$ cat src/rtl/ysyx_23060184_rf_wb_arb_pkg.sv
// Shared core definitions for the register-file writeback arbiter: requester
// encoding, pending-counter width and the saturating counter step.
package ysyx_23060184_rf_wb_arb_pkg;

   typedef enum logic {
      REQ_EXU = 1'b0,
      REQ_LSU = 1'b1
   } req_e;

   localparam int CNT_W = 2;
   localparam logic [CNT_W-1:0] CNT_MAX = {CNT_W{1'b1}};

   // Simultaneous reserve and retire cancel; a retire at zero stays at zero.
   function automatic logic [CNT_W-1:0] cnt_step(input logic [CNT_W-1:0] c,
                                                 input logic inc,
                                                 input logic dec);
      logic [CNT_W-1:0] n;
      if (inc && !dec) begin
         n = c + CNT_W'(1);
      end else if (dec && !inc && (c != {CNT_W{1'b0}})) begin
         n = c - CNT_W'(1);
      end else begin
         n = c;
      end
      return n;
   endfunction

endpackage

$ cat src/rtl/ysyx_23060184_rr_arb2.sv
// Two-input round-robin arbiter; grant vector bit 0 = EXU, bit 1 = LSU.
module ysyx_23060184_rr_arb2
   import ysyx_23060184_rf_wb_arb_pkg::*;
(
   input  logic       clk,
   input  logic       rst,
   input  logic [1:0] req,
   output logic [1:0] gnt
);

   req_e       last_grant_r;
   logic [1:0] gnt_s;

   // Grant selection: sole requester wins, contention goes to the one not served last.
   always_comb begin
      gnt_s = 2'b00;
      if (rst) begin
         gnt_s = 2'b00;
      end else begin
         case (req)
            2'b01:   gnt_s = 2'b01;
            2'b10:   gnt_s = 2'b10;
            2'b11:   gnt_s = (last_grant_r == REQ_LSU) ? 2'b01 : 2'b10;
            default: gnt_s = 2'b00;
         endcase
      end
   end

   // Remember who was granted most recently.
   always_ff @(posedge clk) begin
      if (rst) begin
         last_grant_r <= REQ_LSU;
      end else if (gnt_s[0]) begin
         last_grant_r <= REQ_EXU;
      end else if (gnt_s[1]) begin
         last_grant_r <= REQ_LSU;
      end else begin
         last_grant_r <= last_grant_r;
      end
   end

   assign gnt = gnt_s;

endmodule

$ cat src/rtl/ysyx_23060184_rf_wb_arb.sv
// Register-file writeback arbiter with per-register pending-write scoreboard.
// Optional same-cycle forwarding enabled by macro YSYX_23060184_RF_BYPASS_EN.
module ysyx_23060184_rf_wb_arb
   import ysyx_23060184_rf_wb_arb_pkg::*;
#(
   parameter int ADDR_WIDTH = 5,
   parameter int DATA_WIDTH = 32
) (
   input  logic                  clk,
   input  logic                  rst,
   input  logic                  exu_valid,
   input  logic [ADDR_WIDTH-1:0] exu_waddr,
   input  logic [DATA_WIDTH-1:0] exu_wdata,
   output logic                  exu_ready,
   input  logic                  lsu_valid,
   input  logic [ADDR_WIDTH-1:0] lsu_waddr,
   input  logic [DATA_WIDTH-1:0] lsu_wdata,
   output logic                  lsu_ready,
   input  logic                  issue_valid,
   input  logic [ADDR_WIDTH-1:0] issue_rd,
   output logic                  issue_ready,
   input  logic [ADDR_WIDTH-1:0] rs1,
   input  logic [ADDR_WIDTH-1:0] rs2,
   output logic                  rs1_busy,
   output logic                  rs2_busy,
`ifdef YSYX_23060184_RF_BYPASS_EN
   output logic                  rs1_fwd,
   output logic [DATA_WIDTH-1:0] rs1_fwd_data,
   output logic                  rs2_fwd,
   output logic [DATA_WIDTH-1:0] rs2_fwd_data,
`endif
   output logic                  rf_wen,
   output logic [ADDR_WIDTH-1:0] rf_waddr,
   output logic [DATA_WIDTH-1:0] rf_wdata
);

   localparam int NREG = 2 ** ADDR_WIDTH;

   logic [1:0]            gnt_s;
   logic                  rf_wen_r;
   logic [ADDR_WIDTH-1:0] rf_waddr_r;
   logic [DATA_WIDTH-1:0] rf_wdata_r;
   logic [CNT_W-1:0]      cnt_r [NREG];
   logic                  issue_ready_s;
   logic                  inc_s;

   ysyx_23060184_rr_arb2 u_arb (
      .clk (clk),
      .rst (rst),
      .req ({lsu_valid, exu_valid}),
      .gnt (gnt_s)
   );

   assign exu_ready = gnt_s[int'(REQ_EXU)];
   assign lsu_ready = gnt_s[int'(REQ_LSU)];

   // Writeback stage: a grant to x0 is consumed but never raises rf_wen.
   always_ff @(posedge clk) begin
      if (rst) begin
         rf_wen_r   <= 1'b0;
         rf_waddr_r <= {ADDR_WIDTH{1'b0}};
         rf_wdata_r <= {DATA_WIDTH{1'b0}};
      end else if (gnt_s[int'(REQ_EXU)]) begin
         rf_wen_r   <= (exu_waddr != {ADDR_WIDTH{1'b0}});
         rf_waddr_r <= exu_waddr;
         rf_wdata_r <= exu_wdata;
      end else if (gnt_s[int'(REQ_LSU)]) begin
         rf_wen_r   <= (lsu_waddr != {ADDR_WIDTH{1'b0}});
         rf_waddr_r <= lsu_waddr;
         rf_wdata_r <= lsu_wdata;
      end else begin
         rf_wen_r   <= 1'b0;
         rf_waddr_r <= rf_waddr_r;
         rf_wdata_r <= rf_wdata_r;
      end
   end

   assign issue_ready_s = !rst && ((issue_rd == {ADDR_WIDTH{1'b0}}) ||
                                   (cnt_r[issue_rd] != CNT_MAX));
   assign inc_s = issue_valid && issue_ready_s && (issue_rd != {ADDR_WIDTH{1'b0}});

   // Pending-write counters; entry 0 is tied to zero so x0 never reports busy.
   always_ff @(posedge clk) begin
      for (int i = 0; i < NREG; i++) begin
         if (rst || (i == 0)) begin
            cnt_r[i] <= {CNT_W{1'b0}};
         end else begin
            cnt_r[i] <= cnt_step(cnt_r[i],
                                 inc_s && (issue_rd == ADDR_WIDTH'(i)),
                                 rf_wen_r && (rf_waddr_r == ADDR_WIDTH'(i)));
         end
      end
   end

   assign issue_ready = issue_ready_s;

`ifdef YSYX_23060184_RF_BYPASS_EN
   assign rs1_fwd      = rf_wen_r && (rf_waddr_r == rs1) && (rs1 != {ADDR_WIDTH{1'b0}});
   assign rs2_fwd      = rf_wen_r && (rf_waddr_r == rs2) && (rs2 != {ADDR_WIDTH{1'b0}});
   assign rs1_fwd_data = rf_wdata_r;
   assign rs2_fwd_data = rf_wdata_r;
   // The last outstanding write retiring this cycle is covered by the forward path.
   assign rs1_busy = (cnt_r[rs1] != {CNT_W{1'b0}}) &&
                     !(rs1_fwd && (cnt_r[rs1] == CNT_W'(1)));
   assign rs2_busy = (cnt_r[rs2] != {CNT_W{1'b0}}) &&
                     !(rs2_fwd && (cnt_r[rs2] == CNT_W'(1)));
`else
   assign rs1_busy = (cnt_r[rs1] != {CNT_W{1'b0}});
   assign rs2_busy = (cnt_r[rs2] != {CNT_W{1'b0}});
`endif

   assign rf_wen   = rf_wen_r;
   assign rf_waddr = rf_waddr_r;
   assign rf_wdata = rf_wdata_r;

endmodule

$ cat config.mk
export PLATFORM = sky130hd
export DESIGN_NAME = ysyx_23060184_rf_wb_arb
export DESIGN_NICKNAME = d
export VERILOG_FILES = /design/src/rtl/ysyx_23060184_rf_wb_arb_pkg.sv /design/src/rtl/ysyx_23060184_rr_arb2.sv /design/src/rtl/ysyx_23060184_rf_wb_arb.sv
export SDC_FILE = /design/constraint.sdc
export NUM_CORES = 1
export LEC_CHECK = 0
export CAP_MARGIN = 20
export CORE_MARGIN = 10
export CORE_UTILIZATION = 35
export CTS_CLUSTER_DIAMETER = 40
export CTS_CLUSTER_SIZE = 16
export DETAILED_ROUTE_END_ITERATION = 10
export PLACE_DENSITY = 0.66
export SLEW_MARGIN = 25
export SYNTH_ARGS = -nofsm -noshare
export SYNTH_HDL_FRONTEND = slang
export SYNTH_SLANG_ARGS = --single-unit
$ cat constraint.sdc
create_clock -name clk -period 7.22 [get_ports clk]
set_clock_uncertainty 0.15 [all_clocks]
set_input_delay 1.444 -clock clk [delete_from_list [all_inputs] [get_ports clk]]
set_output_delay 1.444 -clock clk [all_outputs]
set_load 0.01 [all_outputs]
==> run summary, run 1 <==
• **final hold vios** 0
• **global-route wire length before repair** 35900 um
• **final cycle utilization of the critical path** 86.1%
• **cells along the critical path** clkdlybuf4s50_1 -> nand2b_1 -> o22ai_1 -> or4_1 -> o211a_2 -> a211oi_1 -> clkdlybuf4s50_1
• **H-tree lvl count** 3
• **Final Wtd Congestion** 0.968
• **critical path class** input pin to primary output
• **clk sinks** 101
• **Boundary Pins** 137
• **post-synth top area cell** dfxtp_1
• **post-layout min period** 6.21 ns
• **Top Family by Delay on Critical Path** buffers and inverters
• **pin count of the biggest net entering global routing** 83
• **wirelength, routed** 23000 um
• **number of global-route vias before repair** 6412
• **most repeated library cell on the critical path** clkdlybuf4s50_1
• **cell area after technology mapping** 6620 um^2
• **Worst Hold Margin** 0.381 ns
• **highest cell delay on the worst timing path** 1.01 ns
• **deepest clock path buffer count** 2
• **post-synthesis register bit count** 101
• **most common cell after layout, fill and taps aside** clkdlybuf4s50_1
• **half-perimeter wire length of the detailed placement result** 17200 um
• **vias post-DR** 6782
• **residual antenna-violating net count after detailed routing** 0
• **post-route cell area** 8380 um^2
• **Yosys top cell area share** 30.5%
• **initial detailed-routing violation count** 629
• **total negative slack** 0 ns
• **core box area** 18600 um^2
• **transition time of the tightest slew-check pin** 0.944 ns
• **number of flops mapped to enable cells by yosys** 0
• **Die Height** 158 um
• **final antenna diode count** 0
• **Power Dens Cells** 161 nW/um^2
• **worst IR drop on VDD** 0.108 mV
• **Synth Net Count** 894
• **average wire per standard cell** 20.2 um
• **clock network latency to the later pin of the worst-skew pair** 0.37 ns
• **setup repair bufs after CTS** 0
• **critical path startpoint category** input pin
• **PnR Total Power** 1.35 mW
• **count of unresolved DRC violations after routing** 0
• **cells after synthesis** 800
• **highest attainable clock frequency** 161 MHz
• **number of distinct library cell variants in the gate-level netlist after synthesis** 65
• **Slew Limit Headroom** 37.0%
• **CTS Hold Bufs** 0
• **layout cells sized above 1** 9.15%
• **setup repair after global routing missed its margin** false
• **final net count** 996
• **average cell area after synthesis** 8.28 um^2
• **crit path buf inv count** 2
• **master cell of the clock root buffer** clkbuf_16
• **grt total ovfl** 0
• **Vias per Instance** 5.94
• **Final Worst Setup Slack** 1.01 ns
• **outcome** finished, final reports clean
• **total placed instance area** 8090 um^2
• **data required time of the critical path** 5.63 ns
• **WP data arrival** 4.62 ns
• **die outline width** 158 um
• **critical path fanouts, max** 18
• **Leak** 2.66 nW
• **area overhead of the layout relative to synthesis** 26.6%
• **most common flop cell mapped by yosys** dfxtp_1
• **post-place setup slack** 1.02 ns
• **share of flip-flops with an asynchronous set or reset** 0%
• **min-delay worst type** flop to flop
• **Total Routing Usage GR** 18.3%
• **TritonCTS clock tree** done
• **leading cell types by total area after synthesis** dfxtp_1 (31%), a211oi_1 (6.7%), nor2_1 (6.6%)
• **count of warnings emitted by yosys** 0
• **die area** 24800 um^2
• **final number of max-transition violations** 0
• **Max stage delay cell, worst path** clkdlybuf4s50_1
• **clock transition at the registers of the reported paths** 0.07 ns
• **final setup violation count** 0
• **number of violations of the max-capacitance limit** 0
• **quantity of I/O buffers inserted on ports** 136
• **first-pass detailed-route iteration total** 5
• **sequential fraction of the synthesis area** 30.5%
• **starting density of the core** 35.5%
• **Setup crit end kind** primary output
• **initial antenna violation count** 0
• **total CTS buffers** 9
• **Cell Rows** 50
• **PostCTS Resize Cnt** 0
• **top library cells by usage in the layout, fill and taps aside** clkdlybuf4s50_1 (135), nor2_1 (117), dfxtp_1 (101), a211oi_1 (59), nand2_1 (54)
[worst min-delay path: stages, from the launching register on]
cell      delay [ns]
dfxtp_1         0.34
nand4_1         0.08
a221oi_1        0.06
[kinds of logic after synthesis]
logic type / after synthesis / synth area share [%]
compound gates: 216 / 22.4
xor+xnor: 20 / 2.65
buf+inv: 59 / 4.16
flops: 101 / 30.5
mux: 68 / 13.8
simple gates: 336 / 26.4
[sequential cells by signal (all words and copies together) (netlist names)]
name	flops
cnt_r	62
rf_waddr	5
rf_wdata	32
rf_wen	1
u_arb.last_grant_r	1
[cells in the mapped netlist (9+ instances only)]
library cell    n
nand2_1        54
o21ai_0        34
nand2b_1       19
mux4_2         18
nand3_1        15
a211oi_1       59
xnor2_1        14
nor2_1        117
nor3_1         43
nor4_1          9
clkbuf_1       30
a21oi_1        48
nand4_1         9
dfxtp_1       101
mux2i_1        43
nor2b_1        10
nor4_2         10
buf_1           9
a221oi_1       17
[area by class of cell]
class / instances / area, um^2
inverter: 6 / 22.5
timing repair buffer: 144 / 1420
fill: 1831 / 10300
multi-input combinational: 640 / 4340
tap: 234 / 293
sequential: 101 / 2020
clock inverter: 7 / 63.8
clock buffer: 9 / 225
[power by group]
part / switching, mW / internal [mW] / leakage (nW) / total, mW
Sequential: 0.0176 / 0.577 / 0.823 / 0.595
Clock: 0.254 / 0.244 / 0.142 / 0.498
Combinational: 0.126 / 0.128 / 1.70 / 0.254
[routing by layer]
metal	vias to the layer above	wire length [um]	global-route usage [%]
met1	3149	9820	23.3
li1	3240	-	-
met3	26	3200	8.92
met5	-	0	0
met2	367	9710	27.5
met4	0	286	3.61
[worst paths after layout]
kind           startpoint      endpoint  slack [ns]  depth (start not counted)
max           issue_rd[0]   issue_ready        1.01                          7
min          cnt_r[23][1]  cnt_r[23][0]        0.38                          2
max reg2reg  cnt_r[23][0]  cnt_r[24][0]        4.23                          7
min reg2reg  cnt_r[23][1]  cnt_r[23][0]        0.38                          2
[stage by stage]
stage	utilization, %	cells
finish	45.0	1141
global route	45.0	1141
CTS	45.0	1141
detailed placement	43.4	1125
global placement	43.4	1125
floorplan	-	800
(Power assumes the default switching activity.)
==> inputs of run 2 (changes only) <==
--- a/config.mk
+++ b/config.mk
@@ -7,11 +7,11 @@
 export LEC_CHECK = 0
 export CAP_MARGIN = 20
 export CORE_MARGIN = 10
-export CORE_UTILIZATION = 35
+export CORE_UTILIZATION = 45
 export CTS_CLUSTER_DIAMETER = 40
 export CTS_CLUSTER_SIZE = 16
 export DETAILED_ROUTE_END_ITERATION = 10
-export PLACE_DENSITY = 0.66
+export PLACE_DENSITY = 0.8
 export SLEW_MARGIN = 25
 export SYNTH_ARGS = -nofsm -noshare
 export SYNTH_HDL_FRONTEND = slang
==> run summary, run 2 (same netlist as run 1, synthesis figures left out) <==
• **grt total ovfl** 0
• **area overhead of the layout relative to synthesis** 25.4%
• **Worst R2R Path Depth** 7
• **Final Wtd Congestion** 0.973
• **WL met3** 3070 um
• **deepest clock path buffer count** 2
• **final setup violation count** 0
• **highest attainable clock frequency** 163 MHz
• **worst reg2reg setup slack** 4.23 ns
• **clk sinks** 101
• **Cell Rows** 44
• **pin count of the biggest net entering global routing** 76
• **Crit Reg-Reg Endpoint** cnt_r[14][0]
• **total placed instance area** 8010 um^2
• **setup repair bufs after CTS** 0
• **starting density of the core** 45.7%
• **largest register by flop count** cnt_r
• **final hold vios** 0
• **initial antenna violation count** 0
• **critical path startpoint category** input pin
• **quantity of I/O buffers inserted on ports** 136
• **first-pass detailed-route iteration total** 6
• **sum of met2 wire segment lengths after detailed routing** 9500 um
• **initial detailed-routing violation count** 764
• **Max stage delay cell, worst path** clkdlybuf4s50_1
• **final antenna diode count** 0
• **clock transition at the registers of the reported paths** 0.07 ns
• **number of violations of the max-capacitance limit** 0
• **clock network latency to the later pin of the worst-skew pair** 0.36 ns
• **min-delay worst type** flop to flop
• **uppermost layer routed** met4
• **number of global-route vias before repair** 6559
• **top library cells by usage in the layout, fill and taps aside** clkdlybuf4s50_1 (135), nor2_1 (117), dfxtp_1 (101), a211oi_1 (59), nand2_1 (54)
• **total CTS buffers** 9
• **endpoint of the worst hold-timing path** cnt_r[23][0]
• **startpoint of the tightest hold check path** cnt_r[23][1]
• **Boundary Pins** 137
• **final number of max-transition violations** 0
• **average wire per standard cell** 20.3 um
• **half-perimeter wire length of the detailed placement result** 16500 um
• **wirelength, routed** 22100 um
• **outcome** finished, final reports clean
• **total instance count after detailed placement** 1073
• **Slew Limit Headroom** 45.3%
• **Total Routing Usage GR** 21.6%
• **residual antenna-violating net count after detailed routing** 0
• **Top Family by Delay on Critical Path** buffers and inverters
• **highest cell delay on the worst timing path** 0.90 ns
• **flip-flop count of the largest register, all copies and words added** 62
• **Setup crit end kind** primary output
• **transition time of the tightest slew-check pin** 0.818 ns
• **post-layout instance count excluding filler cells** 1089
• **master cell of the clock root buffer** clkbuf_16
• **cell depth of the worst min-delay path** 2
• **final net count** 994
• **Critical R2R Launch** cnt_r[8][1]
• **TritonCTS clock tree** done
• **core box area** 14500 um^2
• **post-route cell area** 8300 um^2
• **CTS Hold Bufs** 0
• **WP data arrival** 4.54 ns
• **critical path class** input pin to primary output
• **Power Dens Cells** 160 nW/um^2
• **global-route wire length before repair** 35200 um
• **cells along the critical path** clkdlybuf4s50_1 -> buf_4 -> mux4_2 -> mux4_2 -> a211oi_1 -> clkdlybuf4s50_1
• **Vias per Instance** 6.34
• **count of unresolved DRC violations after routing** 0
• **vias post-DR** 6902
• **crit path buf inv count** 3
• **worst IR drop on VDD** 0.126 mV
• **die area** 20000 um^2
• **Met1 Routed Length** 9040 um
• **Leak** 2.66 nW
• **total negative slack** 0 ns
• **final cycle utilization of the critical path** 84.9%
• **post-layout min period** 6.13 ns
• **most common cell after layout, fill and taps aside** clkdlybuf4s50_1
• **Die Height** 141 um
• **PostCTS Resize Cnt** 0
• **data required time of the critical path** 5.63 ns
• **H-tree lvl count** 3
• **critical path fanouts, max** 18
• **setup repair after global routing missed its margin** false
• **Worst Hold Margin** 0.374 ns
• **die outline width** 141 um
• **layout cells sized above 1** 8.95%
## run 2: cell type report
class	count	area (um^2)
sequential	101	2020
clock buffer	10	239
inverter	6	22.5
clock inverter	6	51.3
multi-input combinational	640	4340
fill	1310	6170
tap	184	230
timing repair buffer	142	1400
## run 2: how the worst max path moves through the flow
| stage | cells past startpoint | from | slack (ns) | to |
|---|---|---|---|---|
| after floorplan | 8 | issue_rd[1] | 2.52 | issue_ready |
| after global placement | 6 | issue_rd[0] | 1.12 | issue_ready |
| after detailed placement | 6 | issue_rd[0] | 1.10 | issue_ready |
| after CTS | 6 | issue_rd[0] | 1.08 | issue_ready |
| after global routing | 6 | issue_rd[0] | 0.90 | issue_ready |
| final | 6 | issue_rd[0] | 1.09 | issue_ready |
## run 2: routing by layer
layer,up-vias,GRT usage (%)
met3,46,10.1
met5,-,0
met2,417,32.4
li1,3243,-
met1,3196,27.1
met4,0,6.03
## run 2: power by group
| group | total, mW | internal (mW) | switching (mW) |
|---|---|---|---|
| clock network | 0.489 | 0.250 | 0.239 |
| logic | 0.246 | 0.126 | 0.119 |
| registers | 0.595 | 0.577 | 0.0183 |
| total | 1.33 | 0.954 | 0.377 |
## run 2: tightest hold or removal path, delay by kind of cell (launching register included)
family	cells	cell delay (ns)
AND/OR/NAND/NOR	1	0.07
flip-flops	1	0.34
AO/OA/AOI/OAI	1	0.06
## run 2: stage by stage
step / utilization (%) / worst slack, ns / total power, mW
2_1_floorplan: - / 2.52 / 0.728
3_3_place_gp: 55.3 / 1.12 / 0.851
3_5_place_dp: 55.3 / 1.10 / 0.852
4_1_cts: 57.4 / 1.08 / 1.34
5_1_grt: 57.4 / 0.895 / 1.38
6_report: 57.4 / 1.09 / 1.33
==> inputs of run 3 (changes only) <==
==> constraint.sdc (replaced) <==
create_clock -name clk -period 6.25 [get_ports clk]
set_clock_uncertainty 0.15 [all_clocks]
set_input_delay 1.25 -clock clk [delete_from_list [all_inputs] [get_ports clk]]
set_output_delay 1.25 -clock clk [all_outputs]
set_load 0.01 [all_outputs]
==> run summary, run 3 (same netlist as run 1, synthesis figures left out) <==
• **setup repair after global routing missed its margin** false
• **deepest clock path buffer count** 2
• **residual antenna-violating net count after detailed routing** 0
• **die area** 20000 um^2
• **Cell Rows** 44
• **highest cell delay on the worst timing path** 0.88 ns
• **Power Dens Cells** 185 nW/um^2
• **flip-flop count of the largest register, all copies and words added** 62
• **FF/Latch Area** 2020 um^2
• **count of unresolved DRC violations after routing** 0
• **layout cells sized above 1** 9.55%
• **initial antenna violation count** 0
• **final-layout fill cell count** 1310
• **first-pass detailed-route iteration total** 6
• **Leak** 2.69 nW
• **post-route cell area** 8350 um^2
• **worst IR drop on VDD** 0.129 mV
• **data required time of the critical path** 4.85 ns
• **master cell of the clock root buffer** clkbuf_16
• **clock transition at the registers of the reported paths** 0.06 ns
• **global-route wire length before repair** 35400 um
• **Boundary Pins** 137
• **average wire per standard cell** 20.3 um
• **final cycle utilization of the critical path** 88.4%
• **post-layout min period** 5.53 ns
• **startpoint of the tightest hold check path** cnt_r[3][1]
• **outcome** finished, final reports clean
• **min-delay worst type** flop to flop
• **total negative slack** 0 ns
• **quantity of I/O buffers inserted on ports** 136
• **critical path class** input pin to primary output
• **core box area** 14500 um^2
• **Critical R2R Launch** cnt_r[11][1]
• **final antenna diode count** 0
• **total CTS buffers** 9
• **area overhead of the layout relative to synthesis** 26.1%
• **critical path fanouts, max** 13
• **grt total ovfl** 0
• **highest attainable clock frequency** 181 MHz
• **WP data arrival** 4.13 ns
• **area of the multi-input gates** 4340 um^2
• **Total Routing Usage GR** 21.8%
• **H-tree lvl count** 3
• **die outline width** 141 um
• **Final Worst Setup Slack** 0.725 ns
• **critical path startpoint category** input pin
• **final hold vios** 0
• **number of global-route vias before repair** 6654
• **clk sinks** 101
• **clock network latency to the later pin of the worst-skew pair** 0.36 ns
• **post-layout instance count excluding filler cells** 1095
• **Setup crit end kind** primary output
• **largest register by flop count** cnt_r
• **total placed instance area** 8060 um^2
• **total instance count after detailed placement** 1079
• **Slew Limit Headroom** 45.3%
• **final number of max-transition violations** 0
• **Final Wtd Congestion** 0.971
• **final net count** 1000
• **top library cells by usage in the layout, fill and taps aside** clkdlybuf4s50_1 (135), nor2_1 (117), dfxtp_1 (101), a211oi_1 (59), nand2_1 (54)
• **pin count of the biggest net entering global routing** 75
• **TritonCTS clock tree** done
• **setup repair bufs after CTS** 0
• **transition time of the tightest slew-check pin** 0.815 ns
• **CTS Hold Bufs** 0
• **Util after Layout** 57.7%
• **vias post-DR** 6902
• **half-perimeter wire length of the detailed placement result** 16800 um
• **PostCTS Resize Cnt** 0
• **wirelength, routed** 22300 um
• **final setup violation count** 0
• **Vias per Instance** 6.30
• **most common cell after layout, fill and taps aside** clkdlybuf4s50_1
• **post-place setup slack** 0.742 ns
• **Die Height** 141 um
• **cells along the critical path** clkdlybuf4s50_1 -> mux4_2 -> mux4_2 -> a211oi_1 -> clkdlybuf4s50_1
• **number of violations of the max-capacitance limit** 0
• **initial detailed-routing violation count** 647
• **starting density of the core** 45.7%
• **Max stage delay cell, worst path** clkdlybuf4s50_1
• **Worst Setup SP** issue_rd[0]
## run 3: path summary, 6_finish.rpt
path,cells after the start,to,slack [ns]
worst max-delay path,5,issue_ready,0.72
worst min-delay path,2,cnt_r[3][1],0.39
worst max register to register,7,cnt_r[14][0],3.26
worst min register to register,2,cnt_r[3][1],0.39
## run 3: through the flow
| stage | power [mW] | hold slack (ns) |
|---|---|---|
| 3_5_place_dp | 0.993 | 0.369 |
| 2_1_floorplan | 0.841 | 0.317 |
| 4_1_cts | 1.56 | 0.380 |
| 3_3_place_gp | 0.990 | 0.362 |
| 6_report | 1.55 | 0.388 |
| 5_1_grt | 1.61 | 0.405 |
## run 3: worst max-delay path, delay by kind of cell
| family | cells | cell delay [ns] |
|---|---|---|
| multiplexers | 2 | 1.09 |
| AO/OA/AOI/OAI | 1 | 0.29 |
| buffers and inverters | 2 | 1.48 |
## run 3: routing by layer
| metal | global-route usage [%] | routed length [um] | share of wire (%) | up-vias |
|---|---|---|---|---|
| li1 | - | - | - | 3243 |
| met4 | 6.09 | 452 | 2.0 | 0 |
| met2 | 33.7 | 9890 | 44 | 385 |
| met1 | 26.0 | 8910 | 40 | 3228 |
| met5 | 0 | 0 | 0 | - |
| met3 | 10.9 | 3020 | 14 | 46 |
## run 3: area by class of cell
type	instances	area share, %
well taps	184	2.76
clock buffers	10	2.86
multi-input cells	640	51.9
inverters	6	0.270
flip-flops and latches	101	24.2
repair buffers	148	17.4
clock inverters	6	0.614
## run 3: power breakdown
| part | switching [mW] | leakage (nW) | total, mW | internal, mW |
|---|---|---|---|---|
| sequential | 0.0202 | 0.823 | 0.687 | 0.667 |
| clock | 0.277 | 0.146 | 0.566 | 0.289 |
| combinational | 0.145 | 1.72 | 0.294 | 0.149 |
